`config.mk`:
```
export PLATFORM = sky130hd
export DESIGN_NAME = alu_result_stage
export DESIGN_NICKNAME = d
export VERILOG_FILES = /design/src/rtl/alu_result_stage.sv
export SDC_FILE = /design/constraint.sdc
export NUM_CORES = 1
export LEC_CHECK = 0
export BUFFER_PORTS_ARGS = -buffer_cell sky130_fd_sc_hd__buf_2
export CORE_MARGIN = 3
export CORE_UTILIZATION = 50
export DETAILED_ROUTE_END_ITERATION = 10
export GPL_ROUTABILITY_DRIVEN = 0
export PLACE_DENSITY = 0.78
export SLEW_MARGIN = 20
export SYNTH_ARGS = -nofsm -noshare
export SYNTH_HDL_FRONTEND = slang
export SYNTH_SLANG_ARGS = --single-unit
```
`constraint.sdc`:
```
create_clock -name CLK -period 1.67 [get_ports CLK]
set_input_delay 0.167 -clock CLK [delete_from_list [all_inputs] [get_ports CLK]]
set_output_delay 0.167 -clock CLK [all_outputs]
set_load 0.05 [all_outputs]
```
`src/rtl/alu_result_stage.sv`:
```
// ALU result stage: 2-entry skid buffer to writeback, status register {N,V,C,Z}, branch eval, V counter.
// Latency 1 cycle in to OUT_VALID; IN_READY is registered and drops only when both entries are full.
module alu_result_stage #(
    parameter int DW     = 8,
    parameter int DEST_W = 3,
    parameter int CNT_W  = 8
) (
    input  logic              CLK,
    input  logic              RST,
    input  logic              IN_VALID,
    output logic              IN_READY,
    input  logic [DW-1:0]     Y,
    input  logic              N,
    input  logic              V,
    input  logic              C,
    input  logic              Z,
    input  logic [DEST_W-1:0] DEST,
    input  logic              FLAG_WE,
    output logic              OUT_VALID,
    input  logic              OUT_READY,
    output logic [DW-1:0]     OUT_Y,
    output logic [DEST_W-1:0] OUT_DEST,
    output logic [3:0]        SR,
    input  logic [2:0]        COND,
    output logic              TAKEN,
    input  logic              CLR_CNT,
    output logic [CNT_W-1:0]  VCOUNT
);

    typedef enum logic [1:0] {
        EMPTY = 2'd0,
        ONE   = 2'd1,
        TWO   = 2'd2
    } state_t;

    state_t            state, state_nxt;
    logic              in_rdy_q;
    logic [DW-1:0]     main_y, skid_y;
    logic [DEST_W-1:0] main_dest, skid_dest;
    logic [3:0]        sr_q;
    logic [CNT_W-1:0]  vcnt_q;

    logic in_xfer, out_xfer;
    logic load_main_in, load_main_skid, load_skid;

    assign in_xfer  = IN_VALID & in_rdy_q;
    assign out_xfer = (state != EMPTY) & OUT_READY;

    always_ff @(posedge CLK) begin
        if (RST) begin
            state    <= EMPTY;
            in_rdy_q <= 1'b1;
        end else begin
            state    <= state_nxt;
            in_rdy_q <= (state_nxt != TWO);
        end
    end

    always_comb begin
        state_nxt      = state;
        load_main_in   = 1'b0;
        load_main_skid = 1'b0;
        load_skid      = 1'b0;
        case (state)
            EMPTY: begin
                if (in_xfer) begin
                    load_main_in = 1'b1;
                    state_nxt    = ONE;
                end
            end
            ONE: begin
                if (in_xfer && out_xfer) begin
                    load_main_in = 1'b1;
                end else if (in_xfer) begin
                    load_skid = 1'b1;
                    state_nxt = TWO;
                end else if (out_xfer) begin
                    state_nxt = EMPTY;
                end
            end
            TWO: begin
                if (out_xfer) begin
                    load_main_skid = 1'b1;
                    state_nxt      = ONE;
                end
            end
            default: state_nxt = EMPTY;
        endcase
    end

    always_ff @(posedge CLK) begin
        if (RST) begin
            main_y    <= '0;
            main_dest <= '0;
            skid_y    <= '0;
            skid_dest <= '0;
        end else begin
            if (load_main_in) begin
                main_y    <= Y;
                main_dest <= DEST;
            end else if (load_main_skid) begin
                main_y    <= skid_y;
                main_dest <= skid_dest;
            end
            if (load_skid) begin
                skid_y    <= Y;
                skid_dest <= DEST;
            end
        end
    end

    // Flags commit at acceptance so branches see them before the result drains.
    always_ff @(posedge CLK) begin
        if (RST) begin
            sr_q <= 4'b0000;
        end else if (in_xfer && FLAG_WE) begin
            sr_q <= {N, V, C, Z};
        end
    end

    always_ff @(posedge CLK) begin
        if (RST || CLR_CNT) begin
            vcnt_q <= '0;
        end else if (in_xfer && V && (vcnt_q != {CNT_W{1'b1}})) begin
            vcnt_q <= vcnt_q + 1'b1;
        end
    end

    always_comb begin
        TAKEN = 1'b1;
        case (COND)
            3'b000: TAKEN = 1'b1;
            3'b001: TAKEN = sr_q[0];
            3'b010: TAKEN = ~sr_q[0];
            3'b011: TAKEN = sr_q[3];
            3'b100: TAKEN = ~sr_q[3];
            3'b101: TAKEN = sr_q[2];
            3'b110: TAKEN = sr_q[1];
            3'b111: TAKEN = sr_q[3] ^ sr_q[2];
            default: TAKEN = 1'b1;
        endcase
    end

    assign IN_READY  = in_rdy_q;
    assign OUT_VALID = (state != EMPTY);
    assign OUT_Y     = main_y;
    assign OUT_DEST  = main_dest;
    assign SR        = sr_q;
    assign VCOUNT    = vcnt_q;

endmodule

```
Word level (Yosys, flattened, before mapping)
Index checks and enable logic that the tools add are counted.
{"block": "op_classes", "add_sub_neg": 1, "n_eq_ne": 11, "mux": 18, "bitwise_logic": 5, "reduce_logical": 9}
{"operator": "$mux 8", "n": 2}
{"operator": "$eq 3x3->1 const B", "n": 4}
{"operator": "$mux 2", "n": 5}
{"operator": "$add 8x1->8 const B", "n": 1}
{"operator": "$ne 8x8->1 const B", "n": 1}
{"operator": "$pmux 1 s8", "n": 1}
{"operator": "$eq 3x2->1 const B", "n": 2}
{"operator": "$mux 1", "n": 6}
{"operator": "$mux 3", "n": 2}
{"operator": "$pmux 2 s3", "n": 1}
{"operator": "$logic_and 1x1->1", "n": 4}
{"operator": "$reduce_bool 2->1", "n": 2}
{"operator": "$eq 3x1->1 const B", "n": 1}
{"operator": "$logic_not 3->1", "n": 1}
{"operator": "$and 1x1->1", "n": 2}
{"operator": "$eq 2x1->1 const B", "n": 1}
{"operator": "$eq 2x2->1 const B", "n": 1}
{"operator": "$logic_not 2->1", "n": 1}
{"operator": "$ne 2x2->1 const B", "n": 1}
{"operator": "$not 1->1", "n": 2}
{"operator": "$pmux 1 s2", "n": 1}
{"operator": "$logic_or 1x1->1", "n": 1}
{"operator": "$xor 1x1->1", "n": 1}
{"block": "word_totals", "ff_bits": 37}

Logic depth before layout (Yosys ltp)
Gate-level depths: netlist of the first run.
{"block": "depth", "ltp_word": 7, "ltp_mapped": 5}

Least setup slack after synthesis of the first run
No wires, ideal clock.
{"block": "synth_path", "path_type": "register to output", "startpoint": "register sr_q[0] (netlist: SR[0])", "endpoint": "output port TAKEN", "arrival_time_ns": 1.863, "path_slack_ns": -0.360, "path_stages_with_launch": 3, "path_buffers": 0, "cell_sequence": "dfxtp_1 mux2_2 o221ai_1"}
{"block": "synth_between", "elab_chain_len": 2}
{"element": "from (decl)", "line": "40", "rtl": "logic [3:0] sr_q;"}
{"element": "from (signal assigned)", "line": "117", "rtl": "sr_q <= {N, V, C, Z};"}
{"element": "$not 1->1", "line": "134", "rtl": "3'b010: TAKEN = ~sr_q[0];"}
{"element": "$pmux 1 s8 *", "line": "131", "rtl": "case (COND)"}
{"element": "to (decl)", "line": "25", "rtl": "output logic TAKEN,"}
Every way passes the cells marked *; elsewhere a longest branch is shown, timed or not.

Worst setup path in the final report of the first run
Ends and elaborated chain as after synthesis.

==> run summary, run 1 <==
status - finished, final reports clean
CP Launch Type - flop
global route hottest layer - met2
Distinct cells, synth - 38
DRC - 0
grt ovf - 0
GR Util met3 - 0.0695
Initial Util - 0.529
Post-Layout Cell Count - 278
pre-CTS worst setup slack - 173 ps
FF-to-FF setup slack - 150 ps
met1 Usage GRT - 0.231
mux share of post-synthesis cell area - 0.106
post-layout util - 0.646
Synth Area in XOR/XNOR - 0.0161
Final HPWL DP - 2530 microns
setup TNS - 0 ps
Pre-antenna DRT Iters - 4
Leak Pwr - 0.839 nW
ys async rst share - 0
Final Hold Violating Endpoints - 0
unrepaired setup endpoints after global routing - no
Routed Wire Length - 3540 microns
via/cell ratio - 5.20
Arr. time, crit path - 1400 ps
relative slew slack - 0.671
commonest register cell after synthesis - dfxtp_1
I/O pin count - 50
Post-Synth Adder-Cell Area - 0.00769
syn nets - 208
H-Tree Level Count - 2
antenna violations before repair - 0
Peak supply drop - 715 uV
Root Buffer - clkbuf_4
hold path depth - 3
die height - 63.1 microns
antenna-violating nets left - 0
Avg WL per Cell - 12.7 microns
TritonCTS Sinks - 37
post-synthesis simple-gate area fraction - 0.241
post-CTS setup buffer count - 0
CTS tree - done
met2 Track Usage GR - 0.312
Mapped Cells - 183
Avg Cell Area, Syn - 8.90 sq um
Final Max Slew Viols - 0
fin nets - 258
CP required - 1500 ps
clock buffer count from CTS - 5
FF+latch count, synth - 37
die width - 63.1 microns
skew final - 4.97 ps
Pwr Density - 882 nW/um^2
max frequency - 639 MHz
largest net degree at the start of global routing - 30
Int Pwr - 1.20 mW
PostCTS Resize Cnt - 1
clk slew on worst S/H paths - 110 ps
hold path start - N
largest family of logic cells by synthesized area - simple AND/OR/NAND/NOR gates
PortBufs - 49
combinational fraction of design power - 0.206
synth warn - 0
vias in the first global route - 1335
global-route wire length before repair - 6020 microns
CTS Buffer Depth - 2
min Tclk post-route - 1560 ps
std cell rows - 20
Hold Buf Count CTS - 0
complex-gate fraction of the synthesized area - 0.135
Hold Path Class - input pin to flop
ant diodes - 0
Final period util - 0.936
clk_lat worst skew - 340 ps
reg2reg start - VCOUNT[0]$_SDFFE_PP0P_
critical path peak fanout - 3
EDFF count, synth - 0
total number of vias - 1445
WS Path Type - flop to output port
crit end category - output port
reg2reg end - VCOUNT[7]$_SDFFE_PP0P_
Die ar. - 3980 sq um
mapped cell area - 1630 sq um
Worst Tran Pin Value - 493 ps
final setup vio count - 0
area grow syn2layout - 22.1%
initial DRC count - 81
PnR worst setup slack - 106 ps
Filler Cells Inserted - 277
worst hold endpoint - SR[3]$_SDFFE_PP0P_
Net Switching - 0.553 mW
Total GRT Usage - 0.190
Worst Reg-to-Reg Cells - 5
Inst Count DP - 270
sequential area share after synthesis - 0.455
switch share - 0.315
Core Region - 3080 sq um
layout cells sized above 1 - 0.316
max cap viols - 0
sequential power share - 0.542
clock network fraction of total power - 0.252
==> power groups by stage <==
stage	Clock [mW]	Combinational, mW	Sequential, mW
floorplan	0	0.154	1.08
global placement	0	0.356	0.969
detailed placement	0	0.359	0.969
CTS	0.461	0.362	0.950
global route	0.498	0.391	0.957
finish	0.441	0.361	0.950
==> registers in the layout, indices dropped and copies added (netlist names) <==
name,cells
IN_READY,1
OUT_DEST,3
OUT_Y,8
SR,4
VCOUNT,8
skid_dest,3
skid_y,8
state,2
==> critical path, stage by stage (launching register included) <==
cell and delay, ps:
dfxtp_2 360, mux2_2 360, o221ai_4 160, buf_6 180
==> how the worst max path moves through the flow <==
stage                            from                     end  slack (ps)  cells after the start
3_3_place_gp   VCOUNT[0]$_SDFFE_PP0P_  VCOUNT[7]$_SDFFE_PP0P_         220                      5
5_1_grt            SR[0]$_SDFFE_PP0P_                   TAKEN          40                      3
3_5_place_dp   VCOUNT[0]$_SDFFE_PP0P_  VCOUNT[7]$_SDFFE_PP0P_         170                      5
2_1_floorplan  VCOUNT[1]$_SDFFE_PP0P_  VCOUNT[4]$_SDFFE_PP0P_           1                      5
6_report           SR[0]$_SDFFE_PP0P_                   TAKEN         110                      3
4_1_cts            SR[0]$_SDFFE_PP0P_                   TAKEN          30                      3
==> placed cells by master, fill, tap and decap left out, types with 2 or more instances in the layout <==
master	instances
buf_2	48
clkinv_2	2
nor2_1	30
mux2_2	2
dfxtp_2	3
or3_1	2
mux2i_1	15
and3_1	2
nand2_1	21
buf_4	4
o31ai_1	2
clkbuf_4	5
nor3_1	2
or2_2	2
inv_1	4
xor2_1	2
a311oi_1	11
o21ai_0	2
dfxtp_1	34
nand3_1	13
a21oi_1	7
or4_1	2
==> layer usage <==
metal  up-vias  share of wire
li1        751              -
met1       652           0.44
met2        37           0.49
met3         5          0.064
met4         0         0.0093
met5         -              0
==> through the flow <==
step	instance area, sq um	total power [mW]	hold WS, ps
final	1990	1.75	56.1
after global routing	1990	1.85	62.7
after CTS	1980	1.77	52.3
after detailed placement	1930	1.33	416
after global placement	1930	1.32	403
after floorplan	1650	1.23	311
==> area by class of cell <==
cell class | instances | area, sq um | share of cell area
multi-input cells | 132 | 841 | 0.423
flip-flops and latches | 37 | 744 | 0.374
repair buffers | 53 | 282 | 0.142
well taps | 44 | 55.1 | 0.0277
clock buffers | 6 | 41.3 | 0.0208
inverters | 4 | 15.0 | 0.00755
clock inverters | 2 | 10.0 | 0.00503
==> logic make-up after synthesis <==
group,Yosys count
DFF,37
xor gates and xnor gates,3
and+or+nand+nor,82
buffers and inverters,14
muxes,17
AOI/OAI and AO/OA,29
adders and majority gates,1
==> Yosys cell counts, drive strengths merged (3+ instances only) <==
cell / n / share of area
a21oi: 7 / 0.022
a311oi: 11 / 0.059
and3: 3 / 0.015
buf: 7 / 0.023
clkbuf: 3 / 0.0069
dfxtp: 37 / 0.46
inv: 4 / 0.0092
mux2i: 15 / 0.092
nand2: 21 / 0.048
nand3: 14 / 0.046
nor2: 30 / 0.069
nor3: 3 / 0.012
o21ai: 3 / 0.016
Power figures use the tool's default switching activity.
==> inputs of run 2 (changes only) <==
- GPL_TIMING_DRIVEN: unset -> 0
==> run 2 against run 1 <==
Net effect: clock power is 0.9% higher; fmax is 0.43% lower; critical path depth stayed put; register-to-register slack better by 20 ps; wire length is 0.76% higher; setup slack worse by 6.8 ps; cell area is 0.88% higher; sequential power hardly changed; worst hold slack worse by 4.7 ps; non-clock buffer count is 6 higher; first-iteration DRC count is 6.2% higher; global-route usage is 0.25 points higher; critical path type unchanged; largest cell class unchanged; largest power group unchanged.
==> run summary, run 2 (synthesis results as in run 1) <==
status - finished, final reports clean (unchanged)
Arr. time, crit path - 1400 ps (about the same)
grt ovf - 0 (unchanged)
skew final - 12.5 ps (was 4.97 ps)
sequential power share - 0.539 (was 0.542)
combinational fraction of design power - 0.209 (was 0.206)
Critical-path top delay cell - dfxtp_1 (was dfxtp_2)
Hold Path Class - input pin to flop (unchanged)
Final period util - 0.940 (was 0.936)
crit end category - output port (unchanged)
Worst Tran Pin Value - 486 ps (was 493 ps)
initial DRC count - 86 (was 81)
area grow syn2layout - 23.2% (was 22.1%)
Peak supply drop - 580 uV (was 715 uV)
critical path peak fanout - 3 (unchanged)
I/O pin count - 50 (unchanged)
Pre-antenna DRT Iters - 4 (unchanged)
Post-Place Cell Area - 1950 sq um (was 1930 sq um)
CP Launch Type - flop (unchanged)
WP buf/inv - 1 (unchanged)
antenna-violating nets left - 0 (unchanged)
CTS Buffer Depth - 2 (unchanged)
clk slew on worst S/H paths - 110 ps (about the same)
fin nets - 264 (was 258)
delay of the slowest cell on the worst path - 360 ps (about the same)
die height - 63.1 microns (unchanged)
layout cells sized above 1 - 0.308 (was 0.316)
Final Hold Violating Endpoints - 0 (unchanged)
switch share - 0.318 (was 0.315)
clk_lat worst skew - 350 ps (was 340 ps)
ant diodes - 0 (unchanged)
Final Max Slew Viols - 0 (unchanged)
Cell Chain, Critical Path - mux2_2, o221ai_4, buf_6 (unchanged)
via/cell ratio - 5.31 (was 5.20)
Final HPWL DP - 2650 microns (was 2530 microns)
Finished Cell Area - 2010 sq um (was 1990 sq um)
Pwr Density - 879 nW/um^2 (was 882 nW/um^2)
Total GRT Usage - 0.193 (was 0.190)
min Tclk post-route - 1570 ps (was 1560 ps)
Routed Wire Length - 3570 microns (was 3540 microns)
unrepaired setup endpoints after global routing - no (unchanged)
TritonCTS Sinks - 37 (unchanged)
antenna violations before repair - 0 (unchanged)
H-Tree Level Count - 2 (unchanged)
clock buffer count from CTS - 5 (unchanged)
total number of vias - 1507 (was 1445)
max frequency - 637 MHz (was 639 MHz)
setup TNS - 0 ps (unchanged)
std cell rows - 20 (unchanged)
most frequent cells in the layout - buf_2 (51), dfxtp_1 (35), nor2_1 (30), nand2_1 (21), mux2i_1 (15) (was buf_2 (48), dfxtp_1 (34), nor2_1 (30), nand2_1 (21), mux2i_1 (15))
post-CTS setup buffer count - 0 (unchanged)
Root Buffer - clkbuf_4 (unchanged)
max cap viols - 0 (unchanged)
Largest delay share family, worst path - flip-flops (unchanged)
commonest non-fill, non-tap cell in the layout - buf_2 (unchanged)
relative slew slack - 0.676 (was 0.671)
Avg WL per Cell - 12.6 microns (was 12.7 microns)
Int Pwr - 1.20 mW (about the same)
clock network fraction of total power - 0.253 (was 0.252)
WS Path Type - flop to output port (unchanged)
final setup vio count - 0 (unchanged)
DRC - 0 (unchanged)
Core Region - 3080 sq um (unchanged)
Initial Util - 0.529 (unchanged)
Net Switching - 0.561 mW (was 0.553 mW)
vias in the first global route - 1370 (was 1335)
die width - 63.1 microns (unchanged)
Fin Hold WS - 51.4 ps (was 56.1 ps)
global-route wire length before repair - 6070 microns (was 6020 microns)
largest net degree at the start of global routing - 12 (was 30)
Leak Pwr - 0.846 nW (was 0.839 nW)
CP required - 1500 ps (about the same)
CTS tree - done (unchanged)
Die ar. - 3980 sq um (unchanged)
PortBufs - 49 (unchanged)
==> run 2: cell types whose count changed in the layout (fill, tap and decap cells not counted) <==
cell / before / now
buf_2: 48 / 51
buf_1: 0 / 2
clkbuf_1: 1 / 4
dfxtp_1: 34 / 35
buf_4: 4 / 2
dfxtp_2: 3 / 2
==> run 2: final timing paths <==
check                                            start                endpoint  slack [ps]  cells past startpoint
worst min register to register   OUT_Y[6]$_SDFFE_PP0P_   OUT_Y[6]$_SDFFE_PP0P_         490                      2
worst min-delay path                                 N      SR[3]$_SDFFE_PP0P_          50                      3
worst max-delay path                SR[0]$_SDFFE_PP0P_                   TAKEN         100                      3
worst max register to register  VCOUNT[0]$_SDFFE_PP0P_  VCOUNT[7]$_SDFFE_PP0P_         170                      5
==> run 2: cell type report <==
class,instances,area (sq um)
well taps,44,55.1
clock buffers,6,41.3
repair buffers,49,251
multi-input cells,132,841
fillers,264,1070
clock inverters,2,10.0
inverters,4,15.0
flip-flops and latches,37,743
plain buffers,10,48.8
==> run 2: repair_timing <==
| action | in CTS | in global routing |
|---|---|---|
| hold buffers | 0 | 0 |
| endpoints found under the setup margin | 1 | 1 |
| resized for setup | 1 | 1 |
==> run 2: metrics by stage <==
step | cells | util | power (mW) | setup slack (ps)
finish | 284 | 0.652 | 1.76 | 99.5
global route | 284 | 0.652 | 1.84 | 25.0
CTS | 284 | 0.650 | 1.77 | 57.3
detailed placement | 276 | 0.633 | 1.33 | 178
global placement | 276 | 0.633 | 1.33 | 197
floorplan | 183 | - | 1.23 | 1.28
==> run 2: worst register-to-register path, delay by kind of cell (launching register included) <==
family,cells,cell delay [ps]
flip-flops,1,350
AND/OR/NAND/NOR,2,610
adder cells (fa/ha/maj),1,240
AO/OA/AOI/OAI,2,240
==> run 2: per-layer routing <==
layer | part of all wire | up-vias | GRT usage | wire, microns
met5 | 0 | - | 0 | 0
met4 | 0.015 | 0 | 0.0964 | 53
met3 | 0.064 | 7 | 0.0677 | 229
met2 | 0.46 | 37 | 0.287 | 1650
met1 | 0.46 | 698 | 0.245 | 1630
li1 | - | 765 | - | -
==> run 2: power groups by stage <==
stage	combinational, mW	clock (mW)	sequential [mW]
floorplan	0.154	0	1.08
global placement	0.360	0	0.969
detailed placement	0.364	0	0.969
CTS	0.366	0.455	0.950
global route	0.395	0.493	0.955
finish	0.368	0.445	0.950
==> inputs of run 3 (changes only) <==
- CORE_UTILIZATION: 50 -> 45
- PLACE_DENSITY: 0.78 -> 0.74
- clock period: 1.67 -> 1.35 ns (I/O delays scaled with it)
==> run 3 against run 2 <==
Net effect: the run now ends with setup timing left; first-iteration DRC count fell by 8.1%; critical path type unchanged; count of clock-buffer cells in the layout rose by 1; wire length rose by 12%; flip-flop and latch count did not move; largest cell class unchanged; worst hold slack got worse by 40 ps; largest power group unchanged.
==> run summary, run 3 (synthesis results as in run 1) <==
unrepaired setup endpoints after global routing - yes (was no)
min Tclk post-route - 1470 ps
post-layout util - 0.671 (was 0.652)
layout cells sized above 1 - 0.444 (was 0.308)
Pwr Density - 1030 nW/um^2 (was 879 nW/um^2)
Design Power - 2.36 mW (was 1.76 mW)
Peak supply drop - 815 uV (was 580 uV)
skew final - 4.53 ps (was 12.5 ps)
clk_lat worst skew - 340 ps (was 350 ps)
Pre-antenna DRT Iters - 4 (unchanged)
DRC - 0 (unchanged)
I/O pin count - 50 (unchanged)
Filler Cells Inserted - 286 (was 264)
crit end category - output port (unchanged)
Int Pwr - 1.63 mW (was 1.20 mW)
Hold Path Class - input pin to flop (unchanged)
TritonCTS Sinks - 37 (unchanged)
reg2reg start - VCOUNT[1]$_SDFFE_PP0P_ (was VCOUNT[0]$_SDFFE_PP0P_)
clk slew on worst S/H paths - 110 ps (about the same)
Total GRT Usage - 0.175 (was 0.193)
PnR worst setup slack - -117 ps (was 99.5 ps)
WS Path Type - flop to output port (unchanged)
sequential power share - 0.493 (was 0.539)
clock buffer count from CTS - 5 (unchanged)
relative slew slack - 0.654 (was 0.676)
Final period util - 1.09
Hold Buf Count CTS - 0 (unchanged)
Critical-path top delay cell - dfxtp_2 (was dfxtp_1)
Cell Chain, Critical Path - mux2_4, o221ai_4, buf_6 (was mux2_2, o221ai_4, buf_6)
largest net degree at the start of global routing - 13 (was 12)
die height - 66.1 microns (was 63.1 microns)
PortBufs - 49 (unchanged)
initial DRC count - 79 (was 86)
Die ar. - 4380 sq um (was 3980 sq um)
Final Hold Violating Endpoints - 0 (unchanged)
Net Switching - 0.733 mW (was 0.561 mW)
combinational fraction of design power - 0.218 (was 0.209)
Largest delay share family, worst path - flip-flops (unchanged)
global-route wire length before repair - 5980 microns (was 6070 microns)
Core Region - 3420 sq um (was 3080 sq um)
grt ovf - 0 (unchanged)
critical path peak fanout - 2 (was 3)
vias in the first global route - 1372 (was 1370)
Routed Wire Length - 3980 microns (was 3570 microns)
H-Tree Level Count - 2 (unchanged)
Leak Pwr - 0.948 nW (was 0.846 nW)
CP required - 1220 ps (was 1500 ps)
pre-CTS worst setup slack - -86.4 ps (was 178 ps)
antenna-violating nets left - 0 (unchanged)
Final HPWL DP - 2690 microns (was 2650 microns)
switch share - 0.311 (was 0.318)
Arr. time, crit path - 1330 ps (was 1400 ps)
fin nets - 274 (was 264)
Final Max Slew Viols - 0 (unchanged)
CTS Buffer Depth - 2 (unchanged)
hold path start - C (was N)
Root Buffer - clkbuf_4 (unchanged)
delay of the slowest cell on the worst path - 360 ps (about the same)
crit path launch - SR[0]$_SDFFE_PP0P_ (unchanged)
std cell rows - 21 (was 20)
CTS tree - done (unchanged)
Worst Tran Pin Value - 519 ps (was 486 ps)
Initial Util - 0.477 (was 0.529)
max cap viols - 0 (unchanged)
failing checks - setup timing
die width - 66.1 microns (was 63.1 microns)
Avg WL per Cell - 13.4 microns (was 12.6 microns)
most frequent cells in the layout - buf_2 (48), nor2_1 (30), dfxtp_1 (24), nand2_1 (18), mux2i_1 (15) (was buf_2 (51), dfxtp_1 (35), nor2_1 (30), nand2_1 (21), mux2i_1 (15))
status - finished with violations (was finished, final reports clean)
WP buf/inv - 1 (unchanged)
CP Launch Type - flop (unchanged)
max frequency - 682 MHz
area grow syn2layout - 40.7% (was 23.2%)
total number of vias - 1562 (was 1507)
antenna violations before repair - 0 (unchanged)
final setup vio count - 1 (was 0)
clock network fraction of total power - 0.289 (was 0.253)
commonest non-fill, non-tap cell in the layout - buf_2 (unchanged)
via/cell ratio - 5.28 (was 5.31)
ant diodes - 0 (unchanged)
==> run 3: cell types whose count changed in the layout (fill, tap and decap cells not counted), moves of 4 or more <==
cell     change
buf_6        +8
dfxtp_4      +9
dfxtp_1     -11
buf_4        +4
==> run 3: worst paths after layout <==
path	to	slack (ps)	cells past startpoint
worst min register to register	OUT_Y[3]$_SDFFE_PP0P_	490	2
worst max-delay path	TAKEN	-120	3
worst min-delay path	SR[1]$_SDFFE_PP0P_	10	3
worst max register to register	VCOUNT[5]$_SDFFE_PP0P_	10	5
==> run 3: final cells by class <==
type	count	area, sq um	share of cell area
inverter	4	15.0	0.00655
clock inverter	1	5.00	0.00218
tap	46	57.6	0.0251
timing repair buffer	59	352	0.153
sequential	37	779	0.340
clock buffer	7	66.3	0.0289
multi-input combinational	132	947	0.413
buffer	10	68.8	0.0300
==> run 3: power by group through the flow <==
stage	registers [mW]	clock network [mW]	logic, mW
after global routing	1.17	0.736	0.548
after floorplan	1.32	0	0.191
final	1.16	0.682	0.513
after CTS	1.16	0.691	0.471
after detailed placement	1.19	0	0.454
after global placement	1.19	0	0.449
==> run 3: worst register-to-register path: cells and delay by family, from the launching register on <==
family	cells	cell delay, ps
fa+ha+maj	1	170
flops	1	380
simple gates	2	500
compound gates	2	220
==> run 3: metrics by stage <==
step	setup TNS (ps)	area, sq um	hold WS, ps	instances
floorplan	-34.4	1700	279	183
global placement	-13.0	2000	376	278
global route	-352	2290	5.39	296
CTS	-124	2110	11.6	287
detailed placement	-197	2000	379	278
finish	-117	2290	11.3	296
==> run 3: repair_timing <==
item                                    CTS  global route
cloned                                    0             2
buffers inserted                          1             7
pin swaps                                 2            12
resized for setup                        11            33
endpoints found under the setup margin   13            21
==> run 3: layer usage <==
| layer | routed length, microns | track usage | vias to the layer above | share of wire |
|---|---|---|---|---|
| li1 | - | - | 791 | - |
| met1 | 1760 | 0.220 | 724 | 0.44 |
| met2 | 1990 | 0.290 | 43 | 0.50 |
| met3 | 205 | 0.0612 | 4 | 0.051 |
| met4 | 24 | 0.0355 | 0 | 0.0060 |
| met5 | 0 | 0 | - | 0 |
